<file path="config.mk">
export PLATFORM = sky130hd
export DESIGN_NAME = iq_issue_ctrl
export DESIGN_NICKNAME = d
export VERILOG_FILES = /design/src/rtl/iq_pkg.sv /design/src/rtl/iq_issue_ctrl.sv
export SDC_FILE = /design/constraint.sdc
export NUM_CORES = 1
export LEC_CHECK = 0
export ABC_AREA = 1
export CORE_ASPECT_RATIO = 0.8
export CORE_MARGIN = 5
export CORE_UTILIZATION = 40
export CTS_CLUSTER_SIZE = 30
export DETAILED_ROUTE_END_ITERATION = 10
export DONT_BUFFER_PORTS = 1
export MAX_ROUTING_LAYER = met4
export PLACE_DENSITY = 0.53
export SLEW_MARGIN = 10
export SYNTH_ARGS = -nofsm -noshare
export SYNTH_HDL_FRONTEND = slang
export SYNTH_SLANG_ARGS = --single-unit
</file>
<file path="constraint.sdc">
create_clock -name clk -period 6 [get_ports clk]
set_input_delay 0.3 -clock clk [delete_from_list [all_inputs] [get_ports clk]]
set_output_delay 0.3 -clock clk [all_outputs]
set_load 0.005 [all_outputs]
</file>
<file path="src/rtl/iq_pkg.sv">
`default_nettype none
// ============================================================================
//  Module      : iq_pkg
//  Description : Types and constants shared by the instruction-queue issue
//                logic (issue FSM states, bundle width, take-count helper).
//  Revision    : 1.0 - initial release
// ============================================================================
package iq_pkg;

  // Number of queue entries that can be captured into one issue bundle
  localparam int IQ_ISSUE_WIDTH = 2;

  // Issue controller states: no bundle, bundle held, one-cycle flush bubble
  typedef enum logic [1:0] {
    EMPTY = 2'd0,
    HOLD  = 2'd1,
    FLUSH = 2'd2
  } issue_state_e;

  // Number of entries consumed in a cycle, used to advance the sequence tag
  function automatic logic [1:0] iq_take_count(input logic [IQ_ISSUE_WIDTH-1:0] take);
    return {1'b0, take[0]} + {1'b0, take[1]};
  endfunction

endpackage
`default_nettype wire

</file>
<file path="src/rtl/iq_issue_ctrl.sv">
`default_nettype none
// ============================================================================
//  Module      : iq_issue_ctrl
//  Description : Consumer end of the dual-slot instruction queue. Captures up
//                to two in-order head entries per cycle into a registered
//                issue bundle, returns pop strobes to the queue, tags each
//                entry with a wrapping sequence id, and handles the decode
//                valid/ready handshake, flush and single-issue throttle.
//                Optional build macro IQ_ISSUE_PERF_CNT_EN adds saturating
//                stall_cnt / starve_cnt performance counter ports.
//  Revision    : 1.0 - initial release
// ============================================================================
module iq_issue_ctrl
  import iq_pkg::*;
#(
  parameter int DATA_WIDTH = 32,
  parameter int ID_WIDTH   = 6
) (
  input  logic                                 clk,
  input  logic                                 reset,
  input  logic                                 flush,
  input  logic                                 single_issue,
  input  logic [IQ_ISSUE_WIDTH-1:0]            head_valid,
  input  logic [IQ_ISSUE_WIDTH*DATA_WIDTH-1:0] head_data,
  output logic [IQ_ISSUE_WIDTH-1:0]            pop,
  output logic [IQ_ISSUE_WIDTH-1:0]            out_valid,
  output logic [IQ_ISSUE_WIDTH*DATA_WIDTH-1:0] out_data,
  input  logic                                 out_ready,
`ifdef IQ_ISSUE_PERF_CNT_EN
  output logic [31:0]                          stall_cnt,
  output logic [31:0]                          starve_cnt,
`endif
  output logic [IQ_ISSUE_WIDTH*ID_WIDTH-1:0]   out_seq
);

  // One bundle slot as held for decode
  typedef struct packed {
    logic                  valid;
    logic [DATA_WIDTH-1:0] data;
    logic [ID_WIDTH-1:0]   seq;
  } issue_slot_t;

  issue_state_e              r_state;
  issue_state_e              w_state_nxt;
  logic [ID_WIDTH-1:0]       r_seq;
  issue_slot_t               r_slot [IQ_ISSUE_WIDTH];
  logic                      w_load;
  logic [IQ_ISSUE_WIDTH-1:0] w_take;

  // A new bundle may be captured when nothing is held or decode drains the
  // held one; flush and the flush bubble block capture. Reset is folded in so
  // the queue never sees a pop before the state register is initialised.
  always_comb begin
    w_load    = !reset && !flush && (r_state != FLUSH) &&
                ((r_state == EMPTY) || out_ready);
    // Slot 1 is only taken behind slot 0, which also ignores a hole at head
    w_take[0] = w_load & head_valid[0];
    w_take[1] = w_take[0] & head_valid[1] & !single_issue;
    pop       = w_take;
  end

  // Next-state selection: flush wins, bubble drains to EMPTY, load decides
  // between HOLD and EMPTY, otherwise the held bundle stays put
  always_comb begin
    w_state_nxt = r_state;
    if (flush) begin
      w_state_nxt = FLUSH;
    end else begin
      case (r_state)
        FLUSH:   w_state_nxt = EMPTY;
        EMPTY,
        HOLD: begin
          if (w_load) begin
            w_state_nxt = w_take[0] ? HOLD : EMPTY;
          end
        end
        default: w_state_nxt = FLUSH;
      endcase
    end
  end

  // State, sequence counter and bundle registers
  always_ff @(posedge clk) begin
    if (reset) begin
      r_state <= FLUSH;
      r_seq   <= '0;
      for (int i = 0; i < IQ_ISSUE_WIDTH; i++) begin
        r_slot[i] <= '0;
      end
    end else begin
      r_state <= w_state_nxt;
      if (flush) begin
        // A bundle handshaked in this cycle is discarded along with the rest
        r_seq <= '0;
        for (int i = 0; i < IQ_ISSUE_WIDTH; i++) begin
          r_slot[i] <= '0;
        end
      end else if (w_load) begin
        r_seq <= r_seq + ID_WIDTH'(iq_take_count(w_take));
        for (int i = 0; i < IQ_ISSUE_WIDTH; i++) begin
          r_slot[i].valid <= w_take[i];
          r_slot[i].data  <= w_take[i] ? head_data[i*DATA_WIDTH +: DATA_WIDTH] : '0;
          r_slot[i].seq   <= r_seq + ID_WIDTH'(i);
        end
      end
    end
  end

  // Flatten the bundle slots onto the output buses
  generate
    for (genvar gi = 0; gi < IQ_ISSUE_WIDTH; gi++) begin : g_out
      assign out_valid[gi]                           = r_slot[gi].valid;
      assign out_data[gi*DATA_WIDTH +: DATA_WIDTH]   = r_slot[gi].data;
      assign out_seq[gi*ID_WIDTH +: ID_WIDTH]        = r_slot[gi].seq;
    end
  endgenerate

`ifdef IQ_ISSUE_PERF_CNT_EN
  logic [31:0] r_stall_cnt;
  logic [31:0] r_starve_cnt;

  // Saturating stall/starve counters; only reset clears them, flush does not
  always_ff @(posedge clk) begin
    if (reset) begin
      r_stall_cnt  <= '0;
      r_starve_cnt <= '0;
    end else begin
      if ((r_state == HOLD) && !out_ready && (r_stall_cnt != '1)) begin
        r_stall_cnt <= r_stall_cnt + 32'd1;
      end
      if ((r_state == EMPTY) && !head_valid[0] && !flush && (r_starve_cnt != '1)) begin
        r_starve_cnt <= r_starve_cnt + 32'd1;
      end
    end
  end

  assign stall_cnt  = r_stall_cnt;
  assign starve_cnt = r_starve_cnt;
`endif

endmodule
`default_nettype wire

</file>
Word level (Yosys, flattened, before mapping)
Memory sizes are Yosys's and may differ from the RTL's.
Cells that the tools add are included.

storage, ports and cells
  memories = 1
  memory bits (writable) = 78
  register bits after elaboration = 8
  logic and storage cells = 53
  output and inout port bits = 80

memories
  name    depth  width  rd ports  clocked after memory_dff  wr ports  RTL line             text
  r_slot  2      39     2         0                         2         iq_issue_ctrl.sv:46  issue_slot_t r_slot [IQ_ISSUE_WIDTH];

cells by class
  reduce and logical (&&, ||, !) cells = 10
  equal/unequal tests = 4
  $add $sub $neg = 3
  bitwise operators = 11
  muxes and demuxes = 22

operators by type and width
  kind                                                                   number
  32-bit two-way mux                                                     4
  39-bit two-way mux                                                     2
  1-bit two-way mux                                                      12
  6-bit two-way mux                                                      2
  1-bit bitwise OR                                                       8
  6-bit by 1-bit adder with 6-bit output, second input constant          1
  6-bit by 2-bit adder with 6-bit output                                 1
  2-bit inequality test, second input constant                           2
  2-bit case mux with 2 select lines                                     1
  2-bit OR reduction                                                     2
  1-bit AND                                                              3
  1-bit logical AND                                                      3
  1-bit logical NOT                                                      3
  1-bit by 1-bit adder with 2-bit output                                 1
  2-bit by 1-bit equality test with 1-bit output, second input constant  1
  2-bit equality test, second input constant                             1
  2-bit logical NOT                                                      1
  2-bit two-way mux                                                      1
  1-bit logical OR                                                       1

Longest topological paths before layout
Gate-level depths: netlist of run 1.

  word-level depth = 9
  mapped depth = 14
  gate-level depth less buffers = 13

Least setup slack after synthesis of run 1
OpenSTA, ideal clock, no wires.

  path kind = register to register
  from = register r_state[0]
  to = memory r_slot[0][0] (netlist bit) (enable)
  stages on the path, launching flop included = 5
  path slack = 3.269 ns
  period minus slack after synthesis = 2.731 ns
  library setup time = 0.440 ns
  buffers on the path = 0
  arrival = 2.292 ns
  cell sequence = dfxtp_1 inv_1 nand2_2 nand2_2 nand2_1

RTL lines
  what                      RTL line             text
  start: declaration        iq_issue_ctrl.sv:43  issue_state_e r_state;
  start signal: assignment  iq_issue_ctrl.sv:91  r_state <= w_state_nxt;
  end: declaration          iq_issue_ctrl.sv:46

Final worst setup path of run 1
  from = register r_state[0]
  to = register r_seq[4]

on the way
  cells in the longest elaborated chain, start to end = 8

ends and longest elaborated chain
  what                                                        RTL line                                  text
  2-bit inequality test or 2-bit logical NOT (tied branches)  iq_issue_ctrl.sv:54, iq_issue_ctrl.sv:55
  1-bit logical AND or 1-bit logical OR (tied branches)       iq_issue_ctrl.sv:54, iq_issue_ctrl.sv:55
  1-bit logical AND *                                         iq_issue_ctrl.sv:54                       w_load = !reset && !flush && (r_state != FLUSH) &&
  1-bit AND *                                                 iq_issue_ctrl.sv:57                       w_take[0] = w_load & head_valid[0];
  named net pop[0]                                            iq_issue_ctrl.sv:25                       output logic [IQ_ISSUE_WIDTH-1:0] pop,
  1-bit AND (2 in series)                                     iq_issue_ctrl.sv:58                       w_take[1] = w_take[0] & head_valid[1] & !single_issue;
  1-bit by 1-bit adder with 2-bit output *                    iq_pkg.sv:22                              return {1'b0, take[0]} + {1'b0, take[1]};
  6-bit by 2-bit adder with 6-bit output *                    iq_issue_ctrl.sv:99                       r_seq <= r_seq + ID_WIDTH'(iq_take_count(w_take));
  end signal: assignment                                      iq_issue_ctrl.sv:99
  end: declaration                                            iq_issue_ctrl.sv:45                       logic [ID_WIDTH-1:0] r_seq;

The timed path passes the listed nets; every way through them passes the cells marked *.
A chain may end at the register's enable or synchronous reset.

==> results of run 1 <==
cell type report:
cell class | instances | area share (%)
Multi-Input combinational cell | 133 | 17.4
Tap cell | 112 | 3.67
Inverter | 80 | 7.86
Sequential cell | 86 | 65.5
Clock inverter | 5 | 2.20
Clock buffer | 10 | 3.34
power breakdown:
group	internal (mW)	switching, mW	total [mW]	leakage (nW)
clock	0.234	0.199	0.433	0.0990
combinational	0.00665	0.0246	0.0312	0.687
sequential	0.679	0.0162	0.696	0.952
total	0.920	0.240	1.16	1.74
sequential cells by signal, summed over array words and instances, names as in the netlist:
register	count
r_state	2
r_seq	6
r_slot	78
worst reg2reg max path, delay by kind of cell (launching register included):
kind | cells | cell delay [ps]
simple gates | 8 | 1000
fa+ha+maj | 2 | 680
flops | 1 | 370
buf+inv | 2 | 140
compound gates | 1 | 50
kinds of logic after synthesis:
kind of cell	synth area share (%)
adder cells (fa/ha/maj)	1.28
AO/OA/AOI/OAI	1.03
buffers and inverters	10.5
flip-flops	70.9
AND/OR/NAND/NOR	16.3
routing by layer:
layer / vias up / track usage, % / wire length (microns)
li1: 946 / - / -
met1: 903 / 15.6 / 2930
met2: 87 / 20.3 / 3340
met3: 9 / 4.96 / 573
met4: 0 / 5.28 / 85
met5: - / - / 0
cells in the mapped netlist:
cell type | count | area (sq um)
nor3_1 | 1 | 5.00
inv_1 | 79 | 297
buf_6 | 6 | 67.6
fa_1 | 1 | 20.0
dfxtp_1 | 8 | 160
nand2_4 | 2 | 22.5
nor2_1 | 67 | 251
inv_2 | 1 | 3.75
nor2_2 | 16 | 100
nand2_1 | 21 | 78.8
edfxtp_1 | 78 | 2340
nand3_4 | 1 | 17.5
clkbuf_1 | 1 | 3.75
a21oi_1 | 4 | 20.0
o22ai_1 | 1 | 6.26
o21ai_0 | 2 | 10.0
nor3b_1 | 1 | 7.51
nand3_1 | 8 | 40.0
nand2_2 | 2 | 12.5
nor2_4 | 3 | 33.8
ha_1 | 2 | 25.0
nand4_1 | 1 | 6.26
per-stage QoR:
stage / area (sq um) / hold slack [ps]
after CTS: 3820 / 70.5
after global placement: 3610 / 432
final: 3820 / 87.9
after floorplan: 3530 / 410
after global routing: 3820 / 74.6
after detailed placement: 3610 / 440
worst paths after layout:
kind / endpoint / slack, ps
min reg2reg: r_state[0] / 460
max: r_seq[4] / 3640
max reg2reg: r_seq[4] / 3640
min: r_state[1] / 90
==> flow_summary_export.csv, run 1 <==
group,metric,value,unit
outcome,outcome,"finished, final reports clean",
timing,final_min_period_over_clock_period,39.3,%
worst_setup_path,critPathSlowestCell,"fa_1",
placed_design,dpl.cell_count,411,
worst_setup_path,crit_arrival,2600,ps
worst_setup_path,worstReg2RegStart,"r_state[0]",
timing,grt_setup_unrepaired,"false",
drt,detail_route.wirelength,6930,microns
clock_network,max-clock-path-buffers,2,
timing,final.setup.tns,0,ps
synth,syn_area_per_cell,11.5,sq um
worst_setup_path,worstPathRequired,6240,ps
grt,number_of_antenna_violations_at_the_first_check_in_global_routing,0,
clock_network,clk_latency,340,ps
clock_network,cts.sink_count,86,
layout,layout.area.seq,2500,sq um
grt,first_global_vias,1947,
die,die_area,10800,sq um
clock_network,cts_made_buffers,9,
clock_network,clock_pin_slew_worst_setup_and_hold_paths,80,ps
worst_setup_path,crit_path_frequent_cell,"nand2_1",
layout,finalCoreUtilization,44.6,%
worst_setup_path,critical-path-top-delay-family,"simple AND/OR/NAND/NOR gates",
timing,fmaxAchievable,424,MHz
die,num_rows,30,
worst_setup_path,timing.critical_path.cells,"inv_1 -> nand2_2 -> nand3_4 -> nor2_4 -> nand2_4 -> fa_1 -> inv_1 -> ha_1 -> nand3_1 -> nand2_1 -> nand2_1 -> nand2_1 -> a21oi_1",
timing,slew_at_the_pin_closest_to_its_max_slew_limit,1050,ps
synth,synth.cell_area,3530,sq um
timing,finalSetupViolations,0,
layout,multi_input_comb_area,664,sq um
drt,dr.first_iter.drc_count,151,
placed_design,finalWeightedCongestion,0.739,
layout,fin_nets,384,
worst_setup_path,critPathMaxFanout,35,
die,die-height,94.0,microns
die,core-area,8560,sq um
worst_hold_path,hold_path_depth,2,
clock_network,cts.repair_timing.setup_buffer_count,0,
layout,layoutNonFillerInstCount,426,
timing,timing.max_slew.rel_slack,30.2,%
clock_network,tritoncts,"built",
flow_run,drv_cap,0,
clock_network,cts_hold_buffers,0,
drt,drc_violations_left,0,
layout,mostFrequentLayoutCell,"inv_1",
worst_hold_path,timing.hold.worst.start,"flush",
timing,drv_slew,0,
worst_setup_path,critPathMaxStageDelay,470,ps
placed_design,placement.io_buffers,0,
worst_setup_path,number_of_stages_on_the_worst_setup_path,13,
drt,post_drt_via_cell_ratio,4.57,
clock_network,clk_root_buffer_cell,"clkbuf_8",
drt,route.antenna.remaining_nets,0,
grt,gr-usage-all-layers,13.1,%
worst_setup_path,rr_worst_depth,13,
drt,dr.pass1.iters,4,
synth,postSynthRegisterBits,86,
worst_setup_path,critPathKind,"flop to flop",
layout,antenna-diode-count,0,
layout,most_used_cells_in_the_layout_excluding_fill_and_tap_cells,"79 x inv_1, 78 x edfxtp_1, 67 x nor2_1, 20 x nand2_1, 16 x nor2_2",
timing,timing_hold_violations_final,0,
synth,proportion_of_synthesized_chip_area_in_sequential_cells,70.9,%
power,total_leakage_power,1.74,nW
clock_network,cts_htree_levels,3,
placed_design,dp_worst_setup_slack,3560,ps
die,num_ports,151,
worst_setup_path,worst_setup_path_startpoint,"r_state[0]",
layout,area_growth,8.15,%
die,initial_utilization,41.3,%
clock_network,postCtsResizedCells,0,
synth,synth_nets,380,
grt,overflow,0,
synth,synth_cells,306,
grt,grt_first_pass_wirelength,10600,microns
worst_setup_path,worstSetupEndpointType,"flop",
grt,grt_start_max_net_pins,81,
drt,num_vias,1945,
power,power_density,304,nW/um^2
timing,fin_skew,10.8,ps
timing,timing.final.ws_setup,3640,ps
worst_setup_path,timing.critical_path.buf_inv,2,
drt,post_drt_wl_per_cell,16.3,microns
worst_hold_path,min-delay-path-class,"input port to flop",
power,max-vdd-ir-drop,0.135,mV
synth,synthesis.yosys.warnings,0,
layout,fillerInstances,805,
layout,drive_above_1_share,12.7,%
worst_setup_path,timing.critical_path.from_type,"flop",
die,die_w,115,microns
power,finalPower,1.16,mW
synth,synthDistinctLibCells,22,
placed_design,dpl.hpwl,4840,microns
timing,period_minus_slack,2360,ps
(Power assumes the default switching activity.)
==> inputs of run 2 (changes only) <==
- ABC_AREA: 1 -> 0
- PLACE_DENSITY: 0.53 -> 0.55
- clock period: 6 -> 2 ns (I/O delays scaled with it)
==> run 2 against run 1 <==
Effect of this change:
- the run now ends with setup timing left
- critical path depth is 4 lower
- synthesized area is 1.9% lower
- sequential share of layout area is 12 points lower
- via count is 5.7% higher
- flip-flop and latch count stayed put
- routed wire length is 12% higher
- sequential power grew to 3.0 times the previous value
- non-clock buffer count is 90 higher
- fmax is 17% higher
- die area is 1.7% lower
- worst setup slack worse by 3700 ps
- combinational power grew to 6.5 times the previous value
- highest routed layer unchanged
==> flow_summary_export.csv, run 2 <==
group,metric,value,unit
layout,mostFrequentLayoutCell,"edfxtp_1",
layout,most_used_cells_in_the_layout_excluding_fill_and_tap_cells,"78 x edfxtp_1, 69 x and2_1, 69 x dlygate4sd3_1, 14 x buf_4, 9 x clkbuf_8",
synth,async_flop_share,0,%
timing,final.hold.worst_slack,25.2,ps
worst_setup_path,worst-r2r-setup-slack,-20,ps
drt,num_vias,2056,
worst_hold_path,min-delay-path-class,"input port to flop",
synth,postSynthRegisterBits,86,
timing,final_min_period_over_clock_period,101,%
die,die-height,93.2,microns
layout,layoutNonFillerInstCount,436,
drt,dr.pass1.iters,4,
grt,first_global_vias,2092,
clock_network,clk_root_buffer_cell,"clkbuf_8",
timing,timing.max_slew.rel_slack,67.6,%
timing,fin_skew,7.53,ps
die,die_area,10600,sq um
synth,synth_xor_xnor_area_share,0.759,%
layout,area_growth,34.7,%
synth,yosys_most_used_dff,"edfxtp_1",
die,core-area,8480,sq um
placed_design,place_area,3650,sq um
timing,drv_slew,0,
drt,route.antenna.remaining_nets,0,
synth,syn_area_per_cell,15.2,sq um
layout,fin_nets,393,
synth,ys_top_cells_by_area,"edfxtp_1 68%, and2_1 13%, dfxtp_1 4.6%",
die,num_rows,30,
layout,drive_above_1_share,17.6,%
synth,combinational_family_with_the_most_area_after_synthesis,"simple AND/OR/NAND/NOR gates",
synth,synthDistinctLibCells,37,
timing,fmaxAchievable,495,MHz
clock_network,cts_htree_levels,3,
layout,post-route-cell-area,4660,sq um
synth,proportion_of_synthesized_chip_area_in_sequential_cells,72.3,%
die,die_w,114,microns
synth,proportion_of_netlist_area_held_by_the_largest_area_contributor,67.6,%
grt,grt_start_max_net_pins,79,
die,num_ports,151,
drt,dr.first_iter.drc_count,223,
grt,grt_first_pass_wirelength,11700,microns
synth,yosys.area_share.adder,1.30,%
timing,finalSetupViolations,2,
drt,post_drt_via_cell_ratio,4.72,
synth,synthesis.yosys.warnings,0,
worst_setup_path,critPathMaxFanout,3,
synth,netlist_top_cells_count,"78 x edfxtp_1, 70 x and2_1, 8 x buf_6, 8 x dfxtp_1",
layout,regMostFlops,"r_slot",
clock_network,clock_pin_slew_worst_setup_and_hold_paths,90,ps
placed_design,finalWeightedCongestion,0.790,
clock_network,tritoncts,"built",
synth,post_synth_and_or_nand_nor_area_fraction,17.2,%
synth,synth_edf_count,78,
placed_design,dpl.cell_count,343,
worst_setup_path,worstSetupEndpointType,"flop",
synth,yosys-mux-area-fraction,0.578,%
drt,detail_route.wirelength,7730,microns
layout,largest_register_ffs,78,
layout,finalCoreUtilization,55.0,%
synth,synth_nets,302,
worst_setup_path,crit_arrival,2310,ps
clock_network,cts_made_buffers,9,
outcome,outcome,"complete, but fails checks",
clock_network,cts.sink_count,86,
timing,period_minus_slack,2020,ps
timing,timing_hold_violations_final,0,
timing,grt_setup_unrepaired,"true",
timing,timing.final.ws_setup,-20.0,ps
flow_run,drv_cap,0,
placed_design,placement.io_buffers,0,
worst_setup_path,timing.critical_path.from_type,"flop",
drt,drc_violations_left,0,
drt,post_drt_wl_per_cell,17.7,microns
power,max-vdd-ir-drop,0.342,mV
synth,synth_cells,228,
synth,yosys.cell_count.top_type,"edfxtp_1",
placed_design,dpl.hpwl,4830,microns
power,total_leakage_power,1.82,nW
power,finalPower,3.37,mW
synth,netlist.top_cell.by_area,"edfxtp_1",
synth,complex_gate_fraction_of_the_synthesized_area,4.37,%
layout,top_regs,"r_slot: 78 flops, r_seq: 6 flops, r_state: 2 flops",
grt,gr-usage-all-layers,14.8,%
synth,synth.cell_area,3460,sq um
layout,fillerInstances,724,
grt,number_of_antenna_violations_at_the_first_check_in_global_routing,0,
clock_network,clk_latency,350,ps
layout,antenna-diode-count,0,
power,power_density,723,nW/um^2
die,initial_utilization,40.8,%
timing,slew_at_the_pin_closest_to_its_max_slew_limit,483,ps
clock_network,max-clock-path-buffers,2,
outcome,violations,"setup timing",
worst_setup_path,worstPathRequired,2290,ps
grt,overflow,0,
worst_setup_path,critPathKind,"flop to flop",
-- run 2: cell types whose count changed in the layout (fill, tap and decap cells not counted), moves of 4 or more --
cell | before | now
buf_4 | 0 | 14
buf_6 | 0 | 4
nor2_1 | 67 | 6
dlygate4sd3_1 | 0 | 69
nand3_1 | 8 | 3
nor2_2 | 16 | 0
nand2_1 | 20 | 6
inv_1 | 79 | 3
and2_1 | 0 | 69
-- run 2: stage by stage --
step	TNS, ps	setup slack [ps]
after floorplan	-22590	-286
after global placement	-11.1	-11.1
after detailed placement	-48.5	-48.5
after CTS	-33.1	-14.5
after global routing	-195	-96.2
final	-32.7	-20.0
-- run 2: final timing paths --
kind / from / to / depth (start not counted)
min: head_valid[0] / r_state[0] / 3
min reg2reg: r_seq[5] / r_seq[5] / 2
max: r_state[0] / r_seq[2] / 9
max reg2reg: r_state[0] / r_seq[2] / 9
-- run 2: cell type report --
type / instances / area [sq um] / share of cell area (%)
Timing Repair Buffer: 90 / 893 / 19.2
Multi-Input combinational cell: 125 / 925 / 19.8
Tap cell: 112 / 140 / 3.00
Sequential cell: 86 / 2510 / 53.8
Clock buffer: 9 / 124 / 2.66
Inverter: 7 / 26.3 / 0.563
Clock inverter: 7 / 48.8 / 1.05
-- run 2: worst max-delay path, stage by stage (launching register included) --
cell and delay, ps:
dfxtp_4 370, and2_4 150, o2111a_4 230, inv_2 40, fa_2 390, inv_2 90
ha_4 130, inv_2 30, or4_4 410, a21oi_2 120
-- run 2: timing repair --
action                                  CTS  global route
endpoints found under the setup margin    1             3
pin swaps                                 6             8
hold buffers                             69             1
hold endpoints to repair                 72             1
gates resized for setup                   3            13
buffers inserted                          8             0
-- run 2: cells by family after synthesis --
kind of cell	after synthesis
and+or+nand+nor	98
muxes	2
xor gates and xnor gates	3
AOI/OAI and AO/OA	19
adders and majority gates	3
buffers and inverters	17
DFF	86
-- run 2: where the power goes --
group,total [mW],internal [mW],switching (mW)
Clock,1.08,0.451,0.631
Sequential,2.08,2.04,0.0492
Combinational,0.204,0.123,0.0810
Total,3.37,2.61,0.761
-- run 2: layer usage --
layer	vias to the layer above	share of wire, %	global-route usage [%]	wire length [microns]
met5	-	0	-	0
met4	0	0.88	3.56	68
met3	8	7.2	5.43	557
met2	80	52	24.4	4050
met1	983	40	17.4	3060
li1	985	-	-	-
